**config.mk**
```make
export PLATFORM = sky130hd
export DESIGN_NAME = trng_ctrl_flat
export DESIGN_NICKNAME = d
export VERILOG_FILES = /design/src/rtl/trng_pkg.sv /design/src/rtl/trng_ctrl_if.sv /design/src/rtl/trng_health_rct.sv /design/src/rtl/trng_ctrl.sv /design/src/flat_wrapper.sv
export SDC_FILE = /design/constraint.sdc
export NUM_CORES = 1
export LEC_CHECK = 0
export ABC_CLOCK_PERIOD_IN_PS = 3500
export BUFFER_PORTS_ARGS = -buffer_cell sky130_fd_sc_hd__buf_2
export CORE_MARGIN = 4
export CORE_UTILIZATION = 30
export CTS_CLUSTER_DIAMETER = 60
export DETAILED_ROUTE_END_ITERATION = 8
export GPL_TIMING_DRIVEN = 0
export PLACE_DENSITY = 0.56
export SYNTH_ARGS = -nofsm -noshare
export SYNTH_HDL_FRONTEND = slang
export SYNTH_SLANG_ARGS = --single-unit
export TNS_END_PERCENT = 10
```
**constraint.sdc**
```tcl
create_clock -name clk -period 3.5 [get_ports clk]
set_input_delay 0.35 -clock clk [delete_from_list [all_inputs] [get_ports clk]]
set_output_delay 0.35 -clock clk [all_outputs]
set_load 0.01 [all_outputs]
```
**src/rtl/trng_pkg.sv**
```systemverilog
// Shared constants and state encoding for the ring-oscillator entropy source
// and its sequencing controller.
package trng_pkg;

    localparam int unsigned WORD_W    = 32;
    localparam int unsigned NUM_RO    = 32;
    localparam int unsigned CTRL_W    = 5;
    localparam int unsigned BIT_CNT_W = $clog2(WORD_W);

    typedef enum logic [1:0] {
        ST_IDLE    = 2'd0,
        ST_WARMUP  = 2'd1,
        ST_COLLECT = 2'd2,
        ST_FAULT   = 2'd3
    } trng_state_t;

endpackage

```
**src/rtl/trng_ctrl_if.sv**
```systemverilog
// Valid/ready port carrying assembled random words out of the controller.
interface trng_ctrl_if;
    import trng_pkg::*;

    logic [WORD_W-1:0] rnd_data;
    logic              rnd_valid;
    logic              rnd_ready;

    modport master (output rnd_data, output rnd_valid, input rnd_ready);
    modport slave  (input rnd_data, input rnd_valid, output rnd_ready);

endinterface

```
**src/rtl/trng_health_rct.sv**
```systemverilog
// Repetition-count health test: flags a run of REP_LIMIT identical samples.
module trng_health_rct #(
    parameter int unsigned REP_LIMIT = 16
) (
    input  logic clk,
    input  logic clear_n,
    input  logic sample,
    input  logic sample_bit,
    input  logic restart,
    output logic fail_c
);

    localparam int unsigned CNT_W = $clog2(REP_LIMIT + 1);

    logic [CNT_W-1:0] run_q, run_d;
    logic             prev_q, prev_d;

    // Run length of the current streak; 0 means no sample seen since restart.
    always_comb begin
        run_d  = run_q;
        prev_d = prev_q;
        if (restart) begin
            run_d  = '0;
            prev_d = 1'b0;
        end else if (sample) begin
            prev_d = sample_bit;
            if (run_q == '0 || sample_bit != prev_q) begin
                run_d = CNT_W'(1);
            end else if (run_q != CNT_W'(REP_LIMIT)) begin
                run_d = run_q + CNT_W'(1);
            end
        end
    end

    always_ff @(posedge clk or negedge clear_n) begin
        if (!clear_n) begin
            run_q  <= '0;
            prev_q <= 1'b0;
        end else begin
            run_q  <= run_d;
            prev_q <= prev_d;
        end
    end

    assign fail_c = (run_q == CNT_W'(REP_LIMIT));

endmodule

```
**src/rtl/trng_ctrl.sv**
```systemverilog
// Sequencing controller for the XOR-tree entropy source: warm-up, divided
// sampling, 32-bit word assembly with backpressure, and health shutdown.
module trng_ctrl
    import trng_pkg::*;
#(
    parameter int unsigned WARMUP_CYCLES = 256,
    parameter int unsigned SAMPLE_DIV    = 4,
    parameter int unsigned REP_LIMIT     = 16
) (
    input  logic              clk,
    input  logic              clear_n,
    input  logic              start,
    input  logic              stop,
    input  logic [NUM_RO-1:0] ro_mask,
    input  logic [CTRL_W-1:0] delay_sel,
    output logic [NUM_RO-1:0] ro_en,
    output logic [CTRL_W-1:0] ro_ctrl,
    output logic              tree_clear,
    input  logic              z,
    trng_ctrl_if.master       rnd,
    output logic              busy,
    output logic              fault,
    input  logic              fault_ack
);

    localparam int unsigned WARM_W = $clog2(WARMUP_CYCLES + 1);
    localparam int unsigned DIV_W  = $clog2(SAMPLE_DIV + 1);

    trng_state_t          state_q, state_d;
    logic [WARM_W-1:0]    warm_q, warm_d;
    logic [DIV_W-1:0]     div_q, div_d;
    logic [BIT_CNT_W-1:0] bit_q, bit_d;
    logic [WORD_W-1:0]    shift_q, shift_d;
    logic                 pend_q, pend_d;
    logic [NUM_RO-1:0]    ro_en_q, ro_en_d;
    logic [CTRL_W-1:0]    ro_ctrl_q, ro_ctrl_d;
    logic                 tree_clear_q, tree_clear_d;
    logic [WORD_W-1:0]    rnd_data_q, rnd_data_d;
    logic                 rnd_valid_q, rnd_valid_d;
    logic                 busy_q, busy_d;
    logic                 fault_q, fault_d;

    logic                 xfer_c;
    logic                 sample_c;
    logic                 restart_c;
    logic                 fail_c;
    logic [WORD_W-1:0]    word_c;

    assign xfer_c    = rnd_valid_q & rnd.rnd_ready;
    assign word_c    = {shift_q[WORD_W-2:0], z};
    assign restart_c = (state_d != ST_COLLECT);

    trng_health_rct #(
        .REP_LIMIT (REP_LIMIT)
    ) u_rct (
        .clk        (clk),
        .clear_n    (clear_n),
        .sample     (sample_c),
        .sample_bit (z),
        .restart    (restart_c),
        .fail_c     (fail_c)
    );

    always_comb begin
        state_d      = state_q;
        warm_d       = warm_q;
        div_d        = div_q;
        bit_d        = bit_q;
        shift_d      = shift_q;
        pend_d       = pend_q;
        ro_en_d      = ro_en_q;
        ro_ctrl_d    = ro_ctrl_q;
        tree_clear_d = tree_clear_q;
        rnd_data_d   = rnd_data_q;
        rnd_valid_d  = rnd_valid_q;
        fault_d      = fault_q;
        sample_c     = 1'b0;

        if (xfer_c) begin
            rnd_valid_d = 1'b0;
        end

        case (state_q)
            ST_IDLE: begin
                if (start && !stop && (ro_mask != '0)) begin
                    state_d   = ST_WARMUP;
                    ro_en_d   = ro_mask;
                    ro_ctrl_d = delay_sel;
                    warm_d    = '0;
                end
            end

            ST_WARMUP: begin
                if (stop) begin
                    state_d = ST_IDLE;
                    ro_en_d = '0;
                end else if (warm_q == WARM_W'(WARMUP_CYCLES - 1)) begin
                    state_d      = ST_COLLECT;
                    tree_clear_d = 1'b0;
                    div_d        = '0;
                    bit_d        = '0;
                    shift_d      = '0;
                    pend_d       = 1'b0;
                end else begin
                    warm_d = warm_q + WARM_W'(1);
                end
            end

            ST_COLLECT: begin
                // Health failure and stop both tear down the run and drop any partial word.
                if (fail_c || stop) begin
                    state_d      = fail_c ? ST_FAULT : ST_IDLE;
                    fault_d      = fail_c;
                    ro_en_d      = '0;
                    tree_clear_d = 1'b1;
                    rnd_valid_d  = 1'b0;
                    pend_d       = 1'b0;
                    bit_d        = '0;
                    shift_d      = '0;
                    div_d        = '0;
                end else if (pend_q) begin
                    if (!rnd_valid_q || xfer_c) begin
                        rnd_data_d  = shift_q;
                        rnd_valid_d = 1'b1;
                        pend_d      = 1'b0;
                    end
                end else if (div_q == DIV_W'(SAMPLE_DIV - 1)) begin
                    div_d    = '0;
                    sample_c = 1'b1;
                    shift_d  = word_c;
                    bit_d    = bit_q + BIT_CNT_W'(1);
                    if (bit_q == BIT_CNT_W'(WORD_W - 1)) begin
                        if (!rnd_valid_q || xfer_c) begin
                            rnd_data_d  = word_c;
                            rnd_valid_d = 1'b1;
                        end else begin
                            pend_d = 1'b1;
                        end
                    end
                end else begin
                    div_d = div_q + DIV_W'(1);
                end
            end

            ST_FAULT: begin
                if (fault_ack) begin
                    state_d = ST_IDLE;
                    fault_d = 1'b0;
                end
            end

            default: begin
                state_d = ST_IDLE;
            end
        endcase

        busy_d = (state_d != ST_IDLE);
    end

    always_ff @(posedge clk or negedge clear_n) begin
        if (!clear_n) begin
            state_q      <= ST_IDLE;
            warm_q       <= '0;
            div_q        <= '0;
            bit_q        <= '0;
            shift_q      <= '0;
            pend_q       <= 1'b0;
            ro_en_q      <= '0;
            ro_ctrl_q    <= '0;
            tree_clear_q <= 1'b1;
            rnd_data_q   <= '0;
            rnd_valid_q  <= 1'b0;
            busy_q       <= 1'b0;
            fault_q      <= 1'b0;
        end else begin
            state_q      <= state_d;
            warm_q       <= warm_d;
            div_q        <= div_d;
            bit_q        <= bit_d;
            shift_q      <= shift_d;
            pend_q       <= pend_d;
            ro_en_q      <= ro_en_d;
            ro_ctrl_q    <= ro_ctrl_d;
            tree_clear_q <= tree_clear_d;
            rnd_data_q   <= rnd_data_d;
            rnd_valid_q  <= rnd_valid_d;
            busy_q       <= busy_d;
            fault_q      <= fault_d;
        end
    end

    assign ro_en         = ro_en_q;
    assign ro_ctrl       = ro_ctrl_q;
    assign tree_clear    = tree_clear_q;
    assign rnd.rnd_data  = rnd_data_q;
    assign rnd.rnd_valid = rnd_valid_q;
    assign busy          = busy_q;
    assign fault         = fault_q;

endmodule

```
**src/flat_wrapper.sv**
```systemverilog
// flat-port wrapper written by rule: the top's interface ports become plain ports
module trng_ctrl_flat import trng_pkg::*;
#(
    parameter int unsigned WARMUP_CYCLES = 256,
    parameter int unsigned SAMPLE_DIV    = 4,
    parameter int unsigned REP_LIMIT     = 16
)
  (clk, clear_n, start, stop, ro_mask, delay_sel, ro_en, ro_ctrl, tree_clear, z, busy, fault, fault_ack, rnd_rnd_data, rnd_rnd_valid, rnd_rnd_ready);
  trng_ctrl_if rnd_i ();
  input  logic clk;
  input  logic clear_n;
  input  logic start;
  input  logic stop;
  input  logic [NUM_RO-1:0] ro_mask;
  input  logic [CTRL_W-1:0] delay_sel;
  output logic [NUM_RO-1:0] ro_en;
  output logic [CTRL_W-1:0] ro_ctrl;
  output logic tree_clear;
  input  logic z;
  output logic busy;
  output logic fault;
  input  logic fault_ack;
  output wire logic [$bits(rnd_i.rnd_data)-1:0] rnd_rnd_data;
  output wire logic [$bits(rnd_i.rnd_valid)-1:0] rnd_rnd_valid;
  input wire logic [$bits(rnd_i.rnd_ready)-1:0] rnd_rnd_ready;
  assign rnd_rnd_data = rnd_i.rnd_data;
  assign rnd_rnd_valid = rnd_i.rnd_valid;
  assign rnd_i.rnd_ready = rnd_rnd_ready;
  trng_ctrl #(.WARMUP_CYCLES(WARMUP_CYCLES), .SAMPLE_DIV(SAMPLE_DIV), .REP_LIMIT(REP_LIMIT)) u_core (.clk(clk), .clear_n(clear_n), .start(start), .stop(stop), .ro_mask(ro_mask), .delay_sel(delay_sel), .ro_en(ro_en), .ro_ctrl(ro_ctrl), .tree_clear(tree_clear), .z(z), .rnd(rnd_i), .busy(busy), .fault(fault), .fault_ack(fault_ack));
endmodule
```
==> run summary, run 1 <==
Final instance area: 0.007625 sq mm
Drt wl/cell: 14.55 microns
Worst skew pair latency: 0.42 ns
CTS clk-pin slew, worst paths: 0.06 ns
DP Cell Count: 935
Sequential Area: 0.003279 sq mm
Reg2reg path depth: 9
Multi-input gate area: 0.002526 sq mm
VDD IR max: 0.3240 mV
Antenna diodes: 0
Nets: 745
CP required: 3.80 ns
Status: complete, no violations
Pre-CTS WS: 0.7401 ns
CTS tree: done
GR Util All Layers: 0.1308
Drc violations: 0
Worst Tran Pin Value: 0.7328 ns
RSZ-0062 raised after global routing: no
I/O pin total: 117
Worst Hold End: u_core.ro_ctrl[1]$_DFFE_PN0P_
Routed via count: 4,558
Area growth, synth to finish: 26.07%
Clk root buf: clkbuf_16
Synth warnings: 0
EDFF count, synth: 0
Via-to-Cell Ratio: 4.709
Post-route minimum period: 2.742 ns
Setup Skew: 0.007400 ns
HP Class: in2reg
DRT antenna net count: 0
Slew Viols, Final: 0
Int Pwr: 3.385 mW
Synth Flop Type: dfrtp_1
Pin count of the biggest net entering global routing: 94
Total congestion overflow: 0
Seq cells post-synth: 131
Clk pwr share: 0.380
Setup TNS: 0 ns
Share of layout cells above drive strength 1: 0.2987
Hold Vio Cnt, Final: 0
Layout fillers: 1,989
Psw: 1.544 mW
Worst setup margin: 0.7576 ns
Post-Layout Cell Count: 968
Pleak: 3.572 nW
CP endpoint kind: register
PwrDens: 646.4 mW/mm^2
Worst Hold Depth: 2
Synthesized net count: 608
Reg2Reg Setup Slack: 0.76 ns
Number of distinct library cells after synthesis: 50
Period Utilization, post-route: 0.7836
Synthesized area: 0.006048 sq mm
H-tree depth: 4
Die Area: 0.02250 sq mm
Routability Congestion: 0.7305
Cells after Synth: 553
WS Path Type: reg2reg
Slew headroom: 0.5115
Leading cell types in the layout, fill and taps excluded: 130 x dfrtp_1, 120 x buf_2, 80 x nand2_1, 54 x o21ai_0, 37 x nand2b_1
Clock sink count: 131
Worst R2R End: u_core.warm_q[6]$_DFFE_PN0P_
Core Box Area: 0.01965 sq mm
Worst Hold Launch: delay_sel[1]
DR pass1 iterations: 4
Initial Util: 0.3077
Post-CTS setup buffers: 0
Most common cell after layout, fill and taps aside: dfrtp_1
Async set or reset register ratio after synthesis: 1.000
Clock buffer depth: 2
Sw Ratio: 0.3132
Max Clock Freq: 364.6 MHz
Die Ht: 150.0 microns
Seq pwr share: 0.370
Maxcap violations: 0
Initial antenna violation count: 1
Syn Area/Cell: 10.94 sq um
Starting DRC count in detailed routing: 220
Core Rows: 51
CP max FO: 9
Startpoint class of the critical path: register
Hold WS: 0.1645 ns
Sequential area share after synthesis: 0.5422
Cell Area, Placed: 0.006994 sq mm
Vias in the first global route: 4,525
Final number of setup-violating endpoints: 0
IO buf count: 116
Comb pwr share: 0.250
Reg-to-reg startpoint: u_core.warm_q[0]$_DFFE_PN0P_
First-pass GRT wire length: 23,630 microns
Die width: 150.0 microns
CTS buffer count: 17
Arr. time, crit path: 3.05 ns
Post-DP HPWL: 9825 microns
Final wirelength: 14,080 microns
-- through the flow --
| stage | total power, mW | utilization |
|---|---|---|
| 2_1_floorplan | 2.672 | - |
| 3_3_place_gp | 3.103 | 0.3542 |
| 3_5_place_dp | 3.111 | 0.3559 |
| 4_1_cts | 5.013 | 0.3880 |
| 5_1_grt | 5.226 | 0.3880 |
| 6_report | 4.928 | 0.3880 |
-- critical path: stages (launching register included) --
cell and delay [ns]:
dfrtp_1 0.41, ha_1 0.25, nand3_1 0.15, nor2_1 0.08, and3_1 0.19, ha_1 0.25, nor3b_1 0.39, o2bb2ai_1 0.29
or2_2 0.39, o41ai_1 0.23
-- cell type report --
type,instances,share of cell area
Tap cell,265,0.04349
Clock buffer,17,0.05579
Clock inverter,15,0.02560
Timing Repair Buffer,118,0.08188
Multi-Input combinational cell,381,0.3313
Sequential cell,131,0.4301
Buffer,29,0.02593
Inverter,12,0.005907
-- power groups by stage --
stage,clock network [mW],logic (mW),registers [mW]
after global routing,1.99,1.38,1.85
after global placement,0,1.25,1.85
after detailed placement,0,1.26,1.85
after CTS,1.92,1.26,1.83
final,1.87,1.23,1.82
after floorplan,0,0.739,1.93
-- timing repair --
item | CTS | global route
hold buffers | 1 | 0
endpoints found under the hold margin | 38 | 0
gates resized for setup | 0 | 0
setup endpoints to repair | 0 | 0
-- how the worst max path moves through the flow --
stage                                             from  cells after the start  slack [ns]                             to
after floorplan           u_core.warm_q[0]$_DFFE_PN0P_                      9        1.15   u_core.warm_q[6]$_DFFE_PN0P_
after global placement                         clear_n                      1        0.11  u_core.ro_ctrl[0]$_DFFE_PN0P_
after detailed placement  u_core.warm_q[0]$_DFFE_PN0P_                      9        0.74   u_core.warm_q[6]$_DFFE_PN0P_
after global routing      u_core.warm_q[0]$_DFFE_PN0P_                     11        0.49   u_core.warm_q[7]$_DFFE_PN0P_
final                     u_core.warm_q[0]$_DFFE_PN0P_                      9        0.76   u_core.warm_q[6]$_DFFE_PN0P_
after CTS                 u_core.warm_q[0]$_DFFE_PN0P_                      9        0.71   u_core.warm_q[6]$_DFFE_PN0P_
-- kinds of logic after synthesis --
family          Yosys count  share of synthesized area
compound gates          145                     0.1688
simple gates            181                     0.1525
mux                      41                    0.06930
flops                   131                     0.5422
buf+inv                  41                    0.04013
xor+xnor                  3                   0.004345
fa+ha+maj                11                    0.02276
-- flip-flops by register name (all words and copies together) (netlist names) --
signal                cells
u_core.bit_q              5
u_core.ro_ctrl            5
u_core.warm_q             9
u_core.shift_q           32
u_core.pend_q             1
u_core.u_rct.run_q        5
u_core.fault              1
u_core.rnd.rnd_data      32
u_core.state_q            2
u_core.ro_en             32
u_core.u_rct.prev_q       1
u_core.busy               1
u_core.rnd.rnd_valid      1
u_core.tree_clear         1
u_core.div_q              3
-- cells in the mapped netlist, types with 3 or more instances --
library cell,number,area share
nor2b_1,4,0.0041
nand2_1,80,0.050
nand3_1,6,0.0050
and3_1,4,0.0041
a22o_1,34,0.049
buf_2,5,0.0041
ha_1,11,0.023
mux2_2,7,0.013
o21ai_0,54,0.045
nand2b_1,37,0.038
nor4_1,9,0.0093
nor2_1,17,0.011
o21ai_2,28,0.041
nor3_1,3,0.0025
clkbuf_1,11,0.0068
buf_6,11,0.020
mux2i_1,34,0.056
inv_1,12,0.0074
a21oi_1,13,0.011
dfrtp_1,130,0.54
or3_1,4,0.0041
nand4_1,5,0.0052
-- metal layers --
layer	global-route usage	up-vias	routed length (microns)
li1	-	2241	-
met2	0.2012	78	6658
met3	0.03240	13	563
met1	0.1805	2224	6682
met4	0.04392	2	164
met5	0	-	13
Power figures use the tool's default switching activity.
==> inputs of run 2 (changes only) <==
--- a/config.mk
+++ b/config.mk
@@ -5,14 +5,14 @@
 export SDC_FILE = /design/constraint.sdc
 export NUM_CORES = 1
 export LEC_CHECK = 0
-export ABC_CLOCK_PERIOD_IN_PS = 3500
+export ABC_CLOCK_PERIOD_IN_PS = 2200
 export BUFFER_PORTS_ARGS = -buffer_cell sky130_fd_sc_hd__buf_2
 export CORE_MARGIN = 4
 export CORE_UTILIZATION = 30
 export CTS_CLUSTER_DIAMETER = 60
 export DETAILED_ROUTE_END_ITERATION = 8
 export GPL_TIMING_DRIVEN = 0
-export PLACE_DENSITY = 0.56
+export PLACE_DENSITY = 0.57
 export SYNTH_ARGS = -nofsm -noshare
 export SYNTH_HDL_FRONTEND = slang
 export SYNTH_SLANG_ARGS = --single-unit
==> constraint.sdc (replaced) <==
create_clock -name clk -period 2.2 [get_ports clk]
set_input_delay 0.22 -clock clk [delete_from_list [all_inputs] [get_ports clk]]
set_output_delay 0.22 -clock clk [all_outputs]
set_load 0.01 [all_outputs]
==> run 2 against run 1 <==
Compared with the run above:
- the run now ends with setup timing left
- clock skew rose by 0.0047 ns
- utilization up 1.4 points
- cell count up 2.2%
- register-to-register slack got worse by 0.78 ns
- maximum frequency rose by 24%
- critical path type unchanged
- power is 60% higher
- critical path depth is 2 higher
- critical endpoint is now u_core.warm_q[7]$_DFFE_PN0P_
- first-iteration DRC count shrank 9.1%
- hold slack got worse by 0.13 ns
- largest cell class unchanged
- flip-flop and latch count unchanged
==> run summary, run 2 (synthesis gave the netlist of run 1 again) <==
Status: finished with violations
Violated checks: setup timing
Core Box Area: 0.01965 sq mm
Die Ht: 150.0 microns
Startpoint class of the critical path: register
Period Utilization, post-route: 1.009
Pleak: 3.681 nW
Slew Viols, Final: 0
CTS tree: done
Via-to-Cell Ratio: 4.699
GR Util All Layers: 0.1336
First-pass GRT wire length: 24,210 microns
Hold Vio Cnt, Final: 0
Layout fillers: 1,986
RSZ-0062 raised after global routing: yes
DR pass1 iterations: 6
Worst Tran Pin Value: 0.7249 ns
Pin count of the biggest net entering global routing: 69
Final number of setup-violating endpoints: 3
Worst setup margin: -0.02053 ns
Worst Hold Depth: 2
Post-DP HPWL: 9819 microns
Clock buffer depth: 2
Crit path depth: 11
Leading cell types in the layout, fill and taps excluded: 130 x dfrtp_1, 120 x buf_2, 80 x nand2_1, 52 x o21ai_0, 36 x nand2b_1
Initial Util: 0.3077
Antenna diodes: 0
Clock sink count: 131
H-tree depth: 4
Initial antenna violation count: 0
Most used cell, CP: ha_4
Drt wl/cell: 14.71 microns
Max Clock Freq: 450.3 MHz
Vias in the first global route: 4,610
Most common cell after layout, fill and taps aside: dfrtp_1
Critical path's largest stage delay: 0.41 ns
CP bufs+invs: 0
CTS buffer count: 17
Sequential Area: 0.003279 sq mm
Clk root buf: clkbuf_16
Top Family by Delay on Critical Path: simple AND/OR/NAND/NOR gates
Total congestion overflow: 0
Overall power: 7.862 mW
Post-Layout Cell Count: 989
CTS clk-pin slew, worst paths: 0.06 ns
Share of layout cells above drive strength 1: 0.3536
Arr. time, crit path: 2.56 ns
DRT antenna net count: 0
Starting DRC count in detailed routing: 200
I/O pin total: 117
Drc violations: 0
Slowest-stage cell, CP: dfrtp_1
VDD IR max: 0.4970 mV
CP required: 2.53 ns
Routability Congestion: 0.7824
CP max FO: 4
Setup TNS: -0.04153 ns
DP Cell Count: 935
CP endpoint kind: register
IO buf count: 116
Nets: 766
Multi-input gate area: 0.002658 sq mm
Routed via count: 4,647
Die width: 150.0 microns
Slew headroom: 0.5167
Area growth, synth to finish: 30.76%
Final wirelength: 14,550 microns
PwrDens: 994.1 mW/mm^2
Worst skew pair latency: 0.41 ns
Core Rows: 51
WS Path Type: reg2reg
Post-route minimum period: 2.221 ns
Reg2reg path depth: 11
Critical Path, Cell by Cell: ha_4 -> nand3_4 -> nor2_4 -> and3_4 -> ha_4 -> nor3b_4 -> o211a_1 -> nand4_1 -> a211oi_2 -> o22ai_1 -> a21oi_1
HP Class: in2reg
Setup Skew: 0.01212 ns
Die Area: 0.02250 sq mm
Maxcap violations: 0
-- run 2: cell count changes in the layout (fill, tap and decap cells not counted), sizes merged --
cell / before / now
buf: 135 / 159
inv: 19 / 16
clkinvlp: 1 / 3
bufinv: 3 / 2
clkbuf: 28 / 27
-- run 2: worst paths after layout --
path	endpoint	slack (ns)	startpoint
worst max-delay path	u_core.warm_q[7]$_DFFE_PN0P_	-0.02	u_core.warm_q[1]$_DFFE_PN0P_
worst min-delay path	u_core.ro_ctrl[0]$_DFFE_PN0P_	0.04	delay_sel[0]
worst max register to register	u_core.warm_q[7]$_DFFE_PN0P_	-0.02	u_core.warm_q[1]$_DFFE_PN0P_
worst min register to register	u_core.ro_en[5]$_DFFE_PN0P_	0.47	u_core.ro_en[5]$_DFFE_PN0P_
max in group asynchronous	u_core.tree_clear$_DFFE_PN1P_	1.05	clear_n
min in group asynchronous	u_core.ro_en[28]$_DFFE_PN0P_	0.38	clear_n
-- run 2: repair_timing --
item | 4_1_cts | 5_1_grt
buffers inserted | 10 | 10
hold buffers | 1 | 0
gates resized for setup | 13 | 34
hold endpoints to repair | 63 | 0
setup endpoints to repair | 114 | 112
cloned | 1 | 0
pin swaps | 11 | 39
-- run 2: per-layer routing --
layer,global-route usage,share of wire,vias up
met5,0,0,-
met4,0.04163,0.016,0
met3,0.03028,0.039,18
met2,0.2133,0.47,100
met1,0.1809,0.47,2250
li1,-,-,2279
-- run 2: metrics by stage --
| step | hold WS [ns] | cell area (sq um) | util | worst slack (ns) |
|---|---|---|---|---|
| floorplan | -0.07559 | 6080 | - | -0.0001872 |
| global placement | 0.4532 | 6992 | 0.3557 | -1.030 |
| detailed placement | 0.2643 | 7025 | 0.3575 | -0.2985 |
| CTS | 0.01571 | 7759 | 0.3948 | -0.05093 |
| global route | 0.01267 | 7909 | 0.4024 | -0.1480 |
| finish | 0.03536 | 7909 | 0.4024 | -0.02053 |
-- run 2: cell type report --
| type | instances | share of cell area |
|---|---|---|
| well taps | 265 | 0.04192 |
| inverters | 12 | 0.005695 |
| clock inverters | 13 | 0.01883 |
| repair buffers | 139 | 0.09903 |
| multi-input cells | 381 | 0.3360 |
| flip-flops and latches | 131 | 0.4146 |
| clock buffers | 19 | 0.05600 |
| plain buffers | 29 | 0.02784 |
-- run 2: power by group --
group	internal, mW	switching [mW]	total (mW)
Clock	1.72	1.12	2.84
Sequential	2.73	0.167	2.90
Combinational	0.928	1.20	2.13
Total	5.38	2.48	7.86
==> inputs of run 3 (changes only) <==
--- a/config.mk
+++ b/config.mk
@@ -5,14 +5,15 @@
 export SDC_FILE = /design/constraint.sdc
 export NUM_CORES = 1
 export LEC_CHECK = 0
-export ABC_CLOCK_PERIOD_IN_PS = 2200
+export ABC_CLOCK_PERIOD_IN_PS = 2800
 export BUFFER_PORTS_ARGS = -buffer_cell sky130_fd_sc_hd__buf_2
 export CORE_MARGIN = 4
 export CORE_UTILIZATION = 30
 export CTS_CLUSTER_DIAMETER = 60
 export DETAILED_ROUTE_END_ITERATION = 8
 export GPL_TIMING_DRIVEN = 0
-export PLACE_DENSITY = 0.57
+export PLACE_DENSITY = 0.56
+export SKIP_CTS_REPAIR_TIMING = 1
 export SYNTH_ARGS = -nofsm -noshare
 export SYNTH_HDL_FRONTEND = slang
 export SYNTH_SLANG_ARGS = --single-unit
==> constraint.sdc (replaced) <==
create_clock -name clk -period 2.8 [get_ports clk]
set_input_delay 0.28 -clock clk [delete_from_list [all_inputs] [get_ports clk]]
set_output_delay 0.28 -clock clk [all_outputs]
set_load 0.01 [all_outputs]
==> run 3 against run 2 <==
Compared with the run above:
- the run now ends clean
- critical path depth decreased by 2
- first-iteration DRC count increased by 19%
- utilization shrank 1.3 points
==> run summary, run 3 (synthesis gave the netlist of run 1 again) <==
Drt wl/cell: 14.58 microns
Reg2Reg Setup Slack: 0.22 ns
DR pass1 iterations: 4
Comb pwr share: 0.250
Die Area: 0.02250 sq mm
Starting DRC count in detailed routing: 237
Seq pwr share: 0.370
H-tree depth: 4
Clk pwr share: 0.380
Psw: 1.935 mW
PwrDens: 806.8 mW/mm^2
Startpoint class of the critical path: register
Area growth, synth to finish: 26.40%
Int Pwr: 4.233 mW
Die Ht: 150.0 microns
Maxcap violations: 0
Clock sink count: 131
Die width: 150.0 microns
Leading cell types in the layout, fill and taps excluded: 130 x dfrtp_1, 120 x buf_2, 80 x nand2_1, 54 x o21ai_0, 37 x nand2b_1
CP bufs+invs: 0
Worst skew pair latency: 0.42 ns
CP max FO: 9
HP Class: in2reg
Most common cell after layout, fill and taps aside: dfrtp_1
RSZ-0062 raised after global routing: no
Final wirelength: 14,120 microns
Worst Tran Pin Value: 0.7323 ns
WS Path Type: reg2reg
Reg-to-reg startpoint: u_core.warm_q[0]$_DFFE_PN0P_
Reg2reg path depth: 9
Setup TNS: 0 ns
Arr. time, crit path: 2.89 ns
Worst Hold Depth: 2
CP endpoint kind: register
I/O pin total: 117
Worst Hold End: u_core.ro_ctrl[1]$_DFFE_PN0P_
Drc violations: 0
Antenna diodes: 0
Vias in the first global route: 4,515
Top Family by Delay on Critical Path: simple AND/OR/NAND/NOR gates
Routability Congestion: 0.7305
Pleak: 3.577 nW
IO buf count: 116
First-pass GRT wire length: 23,600 microns
Share of layout cells above drive strength 1: 0.3030
Core Rows: 51
Hold WS: 0.09276 ns
Routed via count: 4,548
Setup Skew: 0.007296 ns
CP required: 3.11 ns
Slew headroom: 0.5118
Worst Hold Launch: delay_sel[1]
Clk root buf: clkbuf_16
Pin count of the biggest net entering global routing: 94
Max Clock Freq: 387.3 MHz
Slowest-stage cell, CP: dfrtp_1
Clock buffer depth: 2
Initial antenna violation count: 1
Final number of setup-violating endpoints: 0
Period Utilization, post-route: 0.9222
Core Box Area: 0.01965 sq mm
CTS tree: done
Total congestion overflow: 0
Sw Ratio: 0.3138
GR Util All Layers: 0.1307
Via-to-Cell Ratio: 4.698
Initial Util: 0.3077
Hold Vio Cnt, Final: 0
Post-DP HPWL: 9825 microns
Layout fillers: 1,993
Post-route minimum period: 2.582 ns
Worst R2R End: u_core.warm_q[6]$_DFFE_PN0P_
Nets: 745
CTS clk-pin slew, worst paths: 0.06 ns
VDD IR max: 0.4077 mV
CTS buffer count: 17
Status: complete, no violations
DRT antenna net count: 0
Slew Viols, Final: 0
Critical Path, Cell by Cell: ha_1 -> nand3_1 -> nor2_1 -> and3_1 -> ha_1 -> nor3b_2 -> o2bb2ai_1 -> or2_2 -> o41ai_1
Critical path's largest stage delay: 0.41 ns
Most used cell, CP: ha_1
==> run 3: per-stage QoR <==
stage	util	std cells	power, mW	instance area, sq um	setup slack (ns)
floorplan	-	553	3.340	6048	0.4547
global placement	0.3542	934	3.878	6960	-0.5245
detailed placement	0.3559	935	3.889	6994	0.04009
CTS	0.3874	967	6.265	7615	0.007333
global route	0.3890	968	6.535	7645	0.02047
finish	0.3890	968	6.168	7645	0.2179
==> run 3: how the worst max path moves through the flow <==
stage                                            start                       endpoint  slack, ns  cells past startpoint
after floorplan           u_core.warm_q[0]$_DFFE_PN0P_   u_core.warm_q[6]$_DFFE_PN0P_       0.45                      9
after detailed placement  u_core.warm_q[0]$_DFFE_PN0P_   u_core.warm_q[6]$_DFFE_PN0P_       0.04                      9
after global placement                         clear_n  u_core.ro_ctrl[0]$_DFFE_PN0P_      -0.52                      1
after global routing      u_core.warm_q[0]$_DFFE_PN0P_   u_core.warm_q[6]$_DFFE_PN0P_       0.02                      9
final                     u_core.warm_q[0]$_DFFE_PN0P_   u_core.warm_q[6]$_DFFE_PN0P_       0.22                      9
after CTS                 u_core.warm_q[0]$_DFFE_PN0P_   u_core.warm_q[6]$_DFFE_PN0P_      0.007                      9
==> run 3: layout make-up <==
cell class	instances	area [sq um]	area share
buffer	29	197.7	0.02586
clock buffer	17	425.4	0.05565
clock inverter	15	195.2	0.02553
inverter	12	45.04	0.005892
multi-input combinational	381	2546	0.3331
sequential	131	3279	0.4290
tap	265	331.6	0.04337
timing repair buffer	118	624.3	0.08167
==> run 3: layer usage <==
metal,global-route usage,part of all wire,vias up
met3,0.03240,0.042,14
met5,0,0.00092,-
met2,0.2007,0.47,76
met4,0.04392,0.012,2
li1,-,-,2239
met1,0.1805,0.47,2217
==> run 3: power groups by stage <==
stage / sequential (mW) / clock (mW) / combinational [mW]
6_report: 2.28 / 2.34 / 1.55
5_1_grt: 2.31 / 2.49 / 1.73
4_1_cts: 2.28 / 2.40 / 1.58
3_5_place_dp: 2.32 / 0 / 1.57
3_3_place_gp: 2.31 / 0 / 1.57
2_1_floorplan: 2.42 / 0 / 0.924
==> run 3: worst reg2reg max path, cell delays in order (launching register included) <==
cell       delay [ns]
dfrtp_1          0.41
ha_1             0.25
nand3_1          0.15
nor2_1           0.08
and3_1           0.19
ha_1             0.26
nor3b_2          0.27
o2bb2ai_1        0.25
or2_2            0.38
o41ai_1          0.24
